[config.mk]
export PLATFORM = sky130hd
export DESIGN_NAME = ex_hazard_alu_flat
export DESIGN_NICKNAME = d
export VERILOG_FILES = /design/src/rtl/lapido_pkg.sv /design/src/rtl/ex_hazard_alu_if.sv /design/src/rtl/lapido_alu.sv /design/src/rtl/ex_hazard_alu.sv /design/src/flat_wrapper.sv
export SDC_FILE = /design/constraint.sdc
export NUM_CORES = 1
export LEC_CHECK = 0
export ABC_AREA = 1
export CORE_AREA = 2 2 113 126
export CTS_CLUSTER_DIAMETER = 120
export DETAILED_ROUTE_END_ITERATION = 10
export DIE_AREA = 0 0 115 128
export GPL_ROUTABILITY_DRIVEN = 0
export GPL_TIMING_DRIVEN = 1
export PLACE_DENSITY = 0.85
export SLEW_MARGIN = 20
export SYNTH_ARGS = -nofsm -noshare
export SYNTH_HDL_FRONTEND = slang
export SYNTH_SLANG_ARGS = --single-unit
[constraint.sdc]
create_clock -name clock -period 5.55 [get_ports clock]
set_input_delay 0.555 -clock clock [delete_from_list [all_inputs] [get_ports clock]]
set_output_delay 0.555 -clock clock [all_outputs]
set_load 0.01 [all_outputs]
[src/rtl/lapido_pkg.sv]
// Shared definitions for the Lapido execute stage: widths, ALU opcodes,
// forwarding-select encodings.
package lapido_pkg;

   localparam int DATA_W = 32;
   localparam int REG_W  = 4;
   localparam int OP_W   = 5;

   localparam logic [OP_W-1:0] ALU_ADD   = 5'b00000;
   localparam logic [OP_W-1:0] ALU_ADDC  = 5'b00001;
   localparam logic [OP_W-1:0] ALU_INCA  = 5'b00010;
   localparam logic [OP_W-1:0] ALU_SUB   = 5'b00011;
   localparam logic [OP_W-1:0] ALU_SUBD  = 5'b00100;
   localparam logic [OP_W-1:0] ALU_DECA  = 5'b00101;
   localparam logic [OP_W-1:0] ALU_LSL   = 5'b00110;
   localparam logic [OP_W-1:0] ALU_ASR   = 5'b00111;
   localparam logic [OP_W-1:0] ALU_ZEROS = 5'b01000;
   localparam logic [OP_W-1:0] ALU_ONES  = 5'b01001;
   localparam logic [OP_W-1:0] ALU_PASSA = 5'b01010;
   localparam logic [OP_W-1:0] ALU_PASSB = 5'b01011;
   localparam logic [OP_W-1:0] ALU_AND   = 5'b01100;
   localparam logic [OP_W-1:0] ALU_OR    = 5'b01101;
   localparam logic [OP_W-1:0] ALU_XOR   = 5'b01110;
   localparam logic [OP_W-1:0] ALU_NOTA  = 5'b01111;
   localparam logic [OP_W-1:0] ALU_SLT   = 5'b10000;

   localparam logic [1:0] FWD_IDEX  = 2'b00;
   localparam logic [1:0] FWD_MEMWB = 2'b01;
   localparam logic [1:0] FWD_EXMEM = 2'b10;

endpackage

[src/rtl/ex_hazard_alu_if.sv]
// EX-stage bundle: ALU operands/results, forwarding and hazard signals.
// master = pipeline side driving the stage, slave = ex_hazard_alu.
interface ex_hazard_alu_if;

   logic [lapido_pkg::DATA_W-1:0] alu_a;
   logic [lapido_pkg::DATA_W-1:0] alu_b;
   logic [lapido_pkg::OP_W-1:0]   alu_op;
   logic [lapido_pkg::DATA_W-1:0] alu_out;
   logic                          zero;
   logic                          carry;
   logic                          overflow;
   logic [2:0]                    flags_q;

   logic                          ex_mem_regWrite;
   logic                          mem_wb_regWrite;
   logic [lapido_pkg::REG_W-1:0]  ex_mem_registerRD;
   logic [lapido_pkg::REG_W-1:0]  mem_wb_registerRD;
   logic [lapido_pkg::REG_W-1:0]  id_ex_registerA;
   logic [lapido_pkg::REG_W-1:0]  id_ex_registerB;
   logic [1:0]                    forwardA;
   logic [1:0]                    forwardB;

   logic                          id_ex_memRead;
   logic [lapido_pkg::REG_W-1:0]  id_ex_registerRD;
   logic [lapido_pkg::REG_W-1:0]  if_id_registerA;
   logic [lapido_pkg::REG_W-1:0]  if_id_registerB;
   logic                          branch;
   logic                          enablePC;
   logic                          muxSelector;

   modport master (
      output alu_a, alu_b, alu_op,
      output ex_mem_regWrite, mem_wb_regWrite, ex_mem_registerRD, mem_wb_registerRD,
      output id_ex_registerA, id_ex_registerB,
      output id_ex_memRead, id_ex_registerRD, if_id_registerA, if_id_registerB, branch,
      input  alu_out, zero, carry, overflow, flags_q,
      input  forwardA, forwardB, enablePC, muxSelector
   );

   modport slave (
      input  alu_a, alu_b, alu_op,
      input  ex_mem_regWrite, mem_wb_regWrite, ex_mem_registerRD, mem_wb_registerRD,
      input  id_ex_registerA, id_ex_registerB,
      input  id_ex_memRead, id_ex_registerRD, if_id_registerA, if_id_registerB, branch,
      output alu_out, zero, carry, overflow, flags_q,
      output forwardA, forwardB, enablePC, muxSelector
   );

endinterface

[src/rtl/lapido_alu.sv]
// Combinational 32-bit ALU. All add/sub variants share one 33-bit adder:
// subtraction is A + ~B + 1, so the adder carry-out doubles as "no borrow".
module lapido_alu
   import lapido_pkg::*;
(
   input  logic [DATA_W-1:0] a,
   input  logic [DATA_W-1:0] b,
   input  logic [OP_W-1:0]   op,
   output logic [DATA_W-1:0] result,
   output logic              zero,
   output logic              carry,
   output logic              overflow
);

   logic [DATA_W-1:0] add_y;
   logic              add_cin;
   logic [DATA_W:0]   sum;

   // Select the adder's second operand and carry-in per arithmetic opcode
   always_comb begin
      add_y   = b;
      add_cin = 1'b0;
      unique case (op)
         ALU_ADDC: add_cin = 1'b1;
         ALU_INCA: begin add_y = '0;  add_cin = 1'b1; end
         ALU_SUB:  begin add_y = ~b;  add_cin = 1'b1; end
         ALU_SUBD: add_y = ~b;
         ALU_DECA: add_y = '1;
         default: ;
      endcase
   end

   assign sum = {1'b0, a} + {1'b0, add_y} + {{DATA_W{1'b0}}, add_cin};

   // Result mux and carry/overflow per opcode class
   always_comb begin
      result   = '0;
      carry    = 1'b0;
      overflow = 1'b0;
      unique case (op)
         ALU_ADD, ALU_ADDC, ALU_INCA, ALU_SUB, ALU_SUBD, ALU_DECA: begin
            result   = sum[DATA_W-1:0];
            carry    = sum[DATA_W];
            // operands of equal sign producing a result of the other sign
            overflow = (a[DATA_W-1] == add_y[DATA_W-1]) &&
                       (sum[DATA_W-1] != a[DATA_W-1]);
         end
         ALU_LSL: begin
            result = {a[DATA_W-2:0], 1'b0};
            carry  = a[DATA_W-1];
         end
         ALU_ASR: begin
            result = {a[DATA_W-1], a[DATA_W-1:1]};
            carry  = a[0];
         end
         ALU_ZEROS: result = '0;
         ALU_ONES:  result = '1;
         ALU_PASSA: result = a;
         ALU_PASSB: result = b;
         ALU_AND:   result = a & b;
         ALU_OR:    result = a | b;
         ALU_XOR:   result = a ^ b;
         ALU_NOTA:  result = ~a;
         ALU_SLT:   result = {{(DATA_W-1){1'b0}}, ($signed(a) < $signed(b))};
         default:   result = '0;
      endcase
   end

   assign zero = (result == '0);

endmodule

[src/rtl/ex_hazard_alu.sv]
// Execute stage core: ALU, operand forwarding select, load-use / branch
// hazard control, and a registered copy of the ALU flags.
module ex_hazard_alu
   import lapido_pkg::*;
(
   input  logic         clock,
   input  logic         reset,
   ex_hazard_alu_if.slave bus
);

   logic [2:0] flags_d, flags_q;
   logic       fwd_unused;

   lapido_alu u_alu (
      .a        (bus.alu_a),
      .b        (bus.alu_b),
      .op       (bus.alu_op),
      .result   (bus.alu_out),
      .zero     (bus.zero),
      .carry    (bus.carry),
      .overflow (bus.overflow)
   );

   // Forwarding: the younger producer (EX/MEM) wins over MEM/WB
   always_comb begin
      bus.forwardA = FWD_IDEX;
      bus.forwardB = FWD_IDEX;
      if (bus.ex_mem_regWrite && bus.ex_mem_registerRD == bus.id_ex_registerA)
         bus.forwardA = FWD_EXMEM;
      else if (bus.mem_wb_regWrite && bus.mem_wb_registerRD == bus.id_ex_registerA)
         bus.forwardA = FWD_MEMWB;
      if (bus.ex_mem_regWrite && bus.ex_mem_registerRD == bus.id_ex_registerB)
         bus.forwardB = FWD_EXMEM;
      else if (bus.mem_wb_regWrite && bus.mem_wb_registerRD == bus.id_ex_registerB)
         bus.forwardB = FWD_MEMWB;
   end

   assign fwd_unused = 1'b0;

   // Hazards: a taken branch flushes decode and lets fetch redirect, which
   // overrides any load-use stall on the (now discarded) decode instruction
   always_comb begin
      bus.enablePC    = 1'b1;
      bus.muxSelector = 1'b0;
      if (bus.branch) begin
         bus.enablePC    = 1'b1;
         bus.muxSelector = 1'b1;
      end else if (bus.id_ex_memRead &&
                   (bus.id_ex_registerRD == bus.if_id_registerA ||
                    bus.id_ex_registerRD == bus.if_id_registerB)) begin
         bus.enablePC    = 1'b0;
         bus.muxSelector = 1'b1;
      end
   end

   // Next flag value is simply the current ALU status
   always_comb begin
      flags_d = {bus.overflow, bus.carry, bus.zero};
   end

   // Flag register, cleared asynchronously
   always_ff @(posedge clock or negedge reset) begin
      if (!reset) flags_q <= 3'b000;
      else        flags_q <= flags_d;
   end

   assign bus.flags_q = flags_q;

endmodule

[src/flat_wrapper.sv]
// flat-port wrapper written by rule: the top's interface ports become plain ports
module ex_hazard_alu_flat import lapido_pkg::*;
  (clock, reset, bus_alu_a, bus_alu_b, bus_alu_op, bus_ex_mem_regWrite, bus_mem_wb_regWrite, bus_ex_mem_registerRD, bus_mem_wb_registerRD, bus_id_ex_registerA, bus_id_ex_registerB, bus_id_ex_memRead, bus_id_ex_registerRD, bus_if_id_registerA, bus_if_id_registerB, bus_branch, bus_alu_out, bus_zero, bus_carry, bus_overflow, bus_flags_q, bus_forwardA, bus_forwardB, bus_enablePC, bus_muxSelector);
  ex_hazard_alu_if bus_i ();
  input  logic clock;
  input  logic reset;
  input wire logic [$bits(bus_i.alu_a)-1:0] bus_alu_a;
  input wire logic [$bits(bus_i.alu_b)-1:0] bus_alu_b;
  input wire logic [$bits(bus_i.alu_op)-1:0] bus_alu_op;
  input wire logic [$bits(bus_i.ex_mem_regWrite)-1:0] bus_ex_mem_regWrite;
  input wire logic [$bits(bus_i.mem_wb_regWrite)-1:0] bus_mem_wb_regWrite;
  input wire logic [$bits(bus_i.ex_mem_registerRD)-1:0] bus_ex_mem_registerRD;
  input wire logic [$bits(bus_i.mem_wb_registerRD)-1:0] bus_mem_wb_registerRD;
  input wire logic [$bits(bus_i.id_ex_registerA)-1:0] bus_id_ex_registerA;
  input wire logic [$bits(bus_i.id_ex_registerB)-1:0] bus_id_ex_registerB;
  input wire logic [$bits(bus_i.id_ex_memRead)-1:0] bus_id_ex_memRead;
  input wire logic [$bits(bus_i.id_ex_registerRD)-1:0] bus_id_ex_registerRD;
  input wire logic [$bits(bus_i.if_id_registerA)-1:0] bus_if_id_registerA;
  input wire logic [$bits(bus_i.if_id_registerB)-1:0] bus_if_id_registerB;
  input wire logic [$bits(bus_i.branch)-1:0] bus_branch;
  output wire logic [$bits(bus_i.alu_out)-1:0] bus_alu_out;
  output wire logic [$bits(bus_i.zero)-1:0] bus_zero;
  output wire logic [$bits(bus_i.carry)-1:0] bus_carry;
  output wire logic [$bits(bus_i.overflow)-1:0] bus_overflow;
  output wire logic [$bits(bus_i.flags_q)-1:0] bus_flags_q;
  output wire logic [$bits(bus_i.forwardA)-1:0] bus_forwardA;
  output wire logic [$bits(bus_i.forwardB)-1:0] bus_forwardB;
  output wire logic [$bits(bus_i.enablePC)-1:0] bus_enablePC;
  output wire logic [$bits(bus_i.muxSelector)-1:0] bus_muxSelector;
  assign bus_i.alu_a = bus_alu_a;
  assign bus_i.alu_b = bus_alu_b;
  assign bus_i.alu_op = bus_alu_op;
  assign bus_i.ex_mem_regWrite = bus_ex_mem_regWrite;
  assign bus_i.mem_wb_regWrite = bus_mem_wb_regWrite;
  assign bus_i.ex_mem_registerRD = bus_ex_mem_registerRD;
  assign bus_i.mem_wb_registerRD = bus_mem_wb_registerRD;
  assign bus_i.id_ex_registerA = bus_id_ex_registerA;
  assign bus_i.id_ex_registerB = bus_id_ex_registerB;
  assign bus_i.id_ex_memRead = bus_id_ex_memRead;
  assign bus_i.id_ex_registerRD = bus_id_ex_registerRD;
  assign bus_i.if_id_registerA = bus_if_id_registerA;
  assign bus_i.if_id_registerB = bus_if_id_registerB;
  assign bus_i.branch = bus_branch;
  assign bus_alu_out = bus_i.alu_out;
  assign bus_zero = bus_i.zero;
  assign bus_carry = bus_i.carry;
  assign bus_overflow = bus_i.overflow;
  assign bus_flags_q = bus_i.flags_q;
  assign bus_forwardA = bus_i.forwardA;
  assign bus_forwardB = bus_i.forwardB;
  assign bus_enablePC = bus_i.enablePC;
  assign bus_muxSelector = bus_i.muxSelector;
  ex_hazard_alu u_core (.clock(clock), .reset(reset), .bus(bus_i));
endmodule
==> flow_summary_export.csv, run 1 <==
group,metric,value,unit
clocking,cts_buffer_depth,2,
synthesis,synth-edff-count,0,
detailed_routing,routedWlPerCell,17.0,um
synthesis,syn_area_per_cell,5.42,um^2
floorplan,core_area,0.0135,mm^2
clocking,cts_root_buf,"clkbuf_16",
outcome,status,"finished, final reports clean",
global_route,grt_usage,36.5,%
sta,tightest_slew,1010,ps
layout,n_fill_cell,1277,
floorplan,dieArea,0.0147,mm^2
synthesis,ys_seq_area_share,1.04,%
power_and_ir_drop,leakagePower,4.88,nW
synthesis,synth-seq-cells,3,
synthesis,synth_cell_type_count,48,
clocking,cts_tree,"yes",
synthesis,ys_async_sr_fraction,100,%
floorplan,die_height,128,um
synthesis,ys.flop_type,"dfrtp_1",
layout,n_antenna_cell,0,
clocking,cts.sinks,3,
worst_setup_path,worstPathArrival,4520,ps
place,dp_slack,138,ps
flow_run,maxCapViolations,0,
synthesis,yosys_warnings,0,
detailed_routing,drt_iter0_drc,1076,
power_and_ir_drop,pwr_density_cell,111,mW/mm^2
sta,fmax,0.197,GHz
global_route,antenna_found_initial,0,
power_and_ir_drop,p_int,458,uW
detailed_routing,viasPerCell,5.95,
worst_setup_path,crit_type,"input pin to primary output",
synthesis,syn_inst,1331,
place,portBuffers,146,
layout,drive_above_1_share,4.04,%
global_route,grt_max_degree,33,
detailed_routing,vias,9682,
sta,setup_viol,0,
global_route,first_global_vias,9096,
power_and_ir_drop,sw_frac_of_total,53.9,%
floorplan,ioPinCount,147,
floorplan,fp.dieW,115,um
layout,largest_register_ffs,3,
synthesis,yosys-top-cells-area,"ha_1 22%, nand2_1 21%, inv_1 12%",
sta,slew_headroom,32.6,%
sta,rsz0062_at_grt,"no",
layout,final_common_cell,"nand2_1",
clocking,h-tree-depth,1,
sta,setup_ws,477,ps
worst_setup_path,required,4990,ps
synthesis,mappedNetlistArea,0.00721,mm^2
global_route,grt_overflow_total,0,
power_and_ir_drop,peakVddDrop,0.111,mV
sta,fin_crit_sh,91.4,%
worst_setup_path,end_kind,"primary output",
layout,regMostFlops,"u_core.bus.flags_q",
synthesis,syn_nets,1563,
layout,areaGrowthSynthToFinish,24.4,%
global_route,grt_first_pass_wirelength,43.2,mm
detailed_routing,dr.pass1.iters,6,
clocking,clk_pin_slew,30,ps
place,dp_hpwl,22.0,mm
floorplan,initial_core_util,53.4,%
layout,fin_nets,1695,
synthesis,yosysTopAreaCellShare,22.0,%
synthesis,yosys.area.top_type,"ha_1",
power_and_ir_drop,clkPwrFrac,11.4,%
layout,layout_common_cells,"408 x nand2_1, 229 x inv_1, 143 x clkdlybuf4s50_1, 123 x ha_1, 121 x nor2_1",
detailed_routing,drt_wl_total,27.7,mm
power_and_ir_drop,power_switching,536,uW
detailed_routing,drc,0,
power_and_ir_drop,seq_power_share,2.3,%
worst_setup_path,startpoint_type,"input pin",
power_and_ir_drop,combPwrFrac,86.3,%
layout,top_regs,"u_core.bus.flags_q x3",
detailed_routing,ant_nets,0,
sta,slew_violations,0,
sta,hold_viol_final,0,
worst_setup_path,cp_max_fo,10,
clocking,numCtsBuffers,3,
floorplan,num_rows,45,
sta,fin_setup_tns,0,ps
worst_hold_path,hold_class,"input pin to asynchronous set/reset pin",
sta,fin_crit,5070,ps
worst max-delay path, cell delays in order:
cell and delay, ps:
clkdlybuf4s50_1 490, inv_1 60, nand2_1 130, nor2_2 70
nand2_1 90, o21a_1 190, buf_4 220, buf_4 210
a22oi_1 110, ha_1 410, nand2_1 110, nor2_1 140
inv_1 90, nor3_1 130, nand2_1 100, nand2_1 150
nand3_1 150, nand2_1 110, nand2_1 50, a21boi_0 340
clkdlybuf4s50_1 620
synthesized netlist by cell type, types with 5 or more instances:
cell type,count
nand2_1,409
inv_1,229
ha_1,127
nor2_1,126
nand3_1,76
a21oi_1,65
a22oi_1,48
o21ai_0,46
o221ai_1,21
buf_2,20
nand4_1,20
nor3_1,16
o22ai_1,13
o21ai_1,10
xnor2_1,10
o211ai_1,8
clkbuf_1,6
inv_2,6
o21bai_1,5
xor2_1,5
kinds of logic (layout without fill, tap and decap cells):
logic type / count (synthesis) / in the layout / synth area share, %
AND/OR/NAND/NOR: 678 / 678 / 39.1
buffers and inverters: 271 / 402 / 15.0
AO/OA/AOI/OAI: 235 / 235 / 20.5
adder cells (fa/ha/maj): 129 / 129 / 22.6
XOR/XNOR: 15 / 15 / 1.82
flip-flops: 3 / 3 / 1.04
worst paths after layout:
kind	startpoint	end	slack, ps	depth (start not counted)
min in group clock	bus_alu_a[31]	u_core.bus.flags_q[2]	1200	4
max in group asynchronous	reset	u_core.bus.flags_q[2]	4890	1
setup / recovery	bus_alu_op[3]	bus_overflow	480	21
hold / removal	reset	u_core.bus.flags_q[0]	510	1
final cells by class:
class	instances	area [um^2]	area share (%)
Clock buffer	4	78.8	0.878
Inverter	235	882	9.83
Multi-Input combinational cell	1057	6130	68.3
Sequential cell	3	75.1	0.836
Tap cell	164	205	2.29
Timing Repair Buffer	163	1600	17.8
power groups by stage:
| stage | clock network [mW] | logic, mW | registers, mW |
|---|---|---|---|
| 3_3_place_gp | 0 | 0.810 | 0.0232 |
| 6_report | 0.114 | 0.857 | 0.0230 |
| 3_5_place_dp | 0 | 0.823 | 0.0233 |
| 4_1_cts | 0.115 | 0.828 | 0.0230 |
| 2_1_floorplan | 0 | 0.491 | 0.0237 |
| 5_1_grt | 0.117 | 0.943 | 0.0231 |
what timing repair did:
action                     in CTS  in global routing
setup endpoints to repair       0                  1
buffers inserted                0                  1
hold buffers                    0                  0
resized for setup               0                 22
layer usage:
metal / wire (um) / up-vias / global-route usage (%)
li1: - / 4601 / -
met1: 10000 / 4248 / 42.1
met2: 12400 / 662 / 61.5
met3: 2900 / 171 / 3.88
met4: 2400 / 0 / 27.6
met5: 0 / - / 0
stage by stage:
stage / total power [mW] / utilization (%) / hold WS, ps / area [um^2] / cells
floorplan: 0.515 / - / 259 / 7210 / 1331
global placement: 0.833 / 65.2 / 746 / 8810 / 1621
detailed placement: 0.846 / 65.2 / 749 / 8810 / 1621
CTS: 0.966 / 65.8 / 518 / 8890 / 1625
global route: 1.08 / 66.4 / 526 / 8970 / 1626
finish: 0.994 / 66.4 / 514 / 8970 / 1626
Note: power is estimated with default switching activity, not from simulation.
==> inputs of run 2 (changes only) <==
--- a/config.mk
+++ b/config.mk
@@ -6,6 +6,7 @@
 export NUM_CORES = 1
 export LEC_CHECK = 0
 export ABC_AREA = 1
+export CAP_MARGIN = 25
 export CORE_AREA = 2 2 113 126
 export CTS_CLUSTER_DIAMETER = 120
 export DETAILED_ROUTE_END_ITERATION = 10
==> results of run 2 <==
Same layout as run 1: the final DEF is identical, and so are final timing and power.
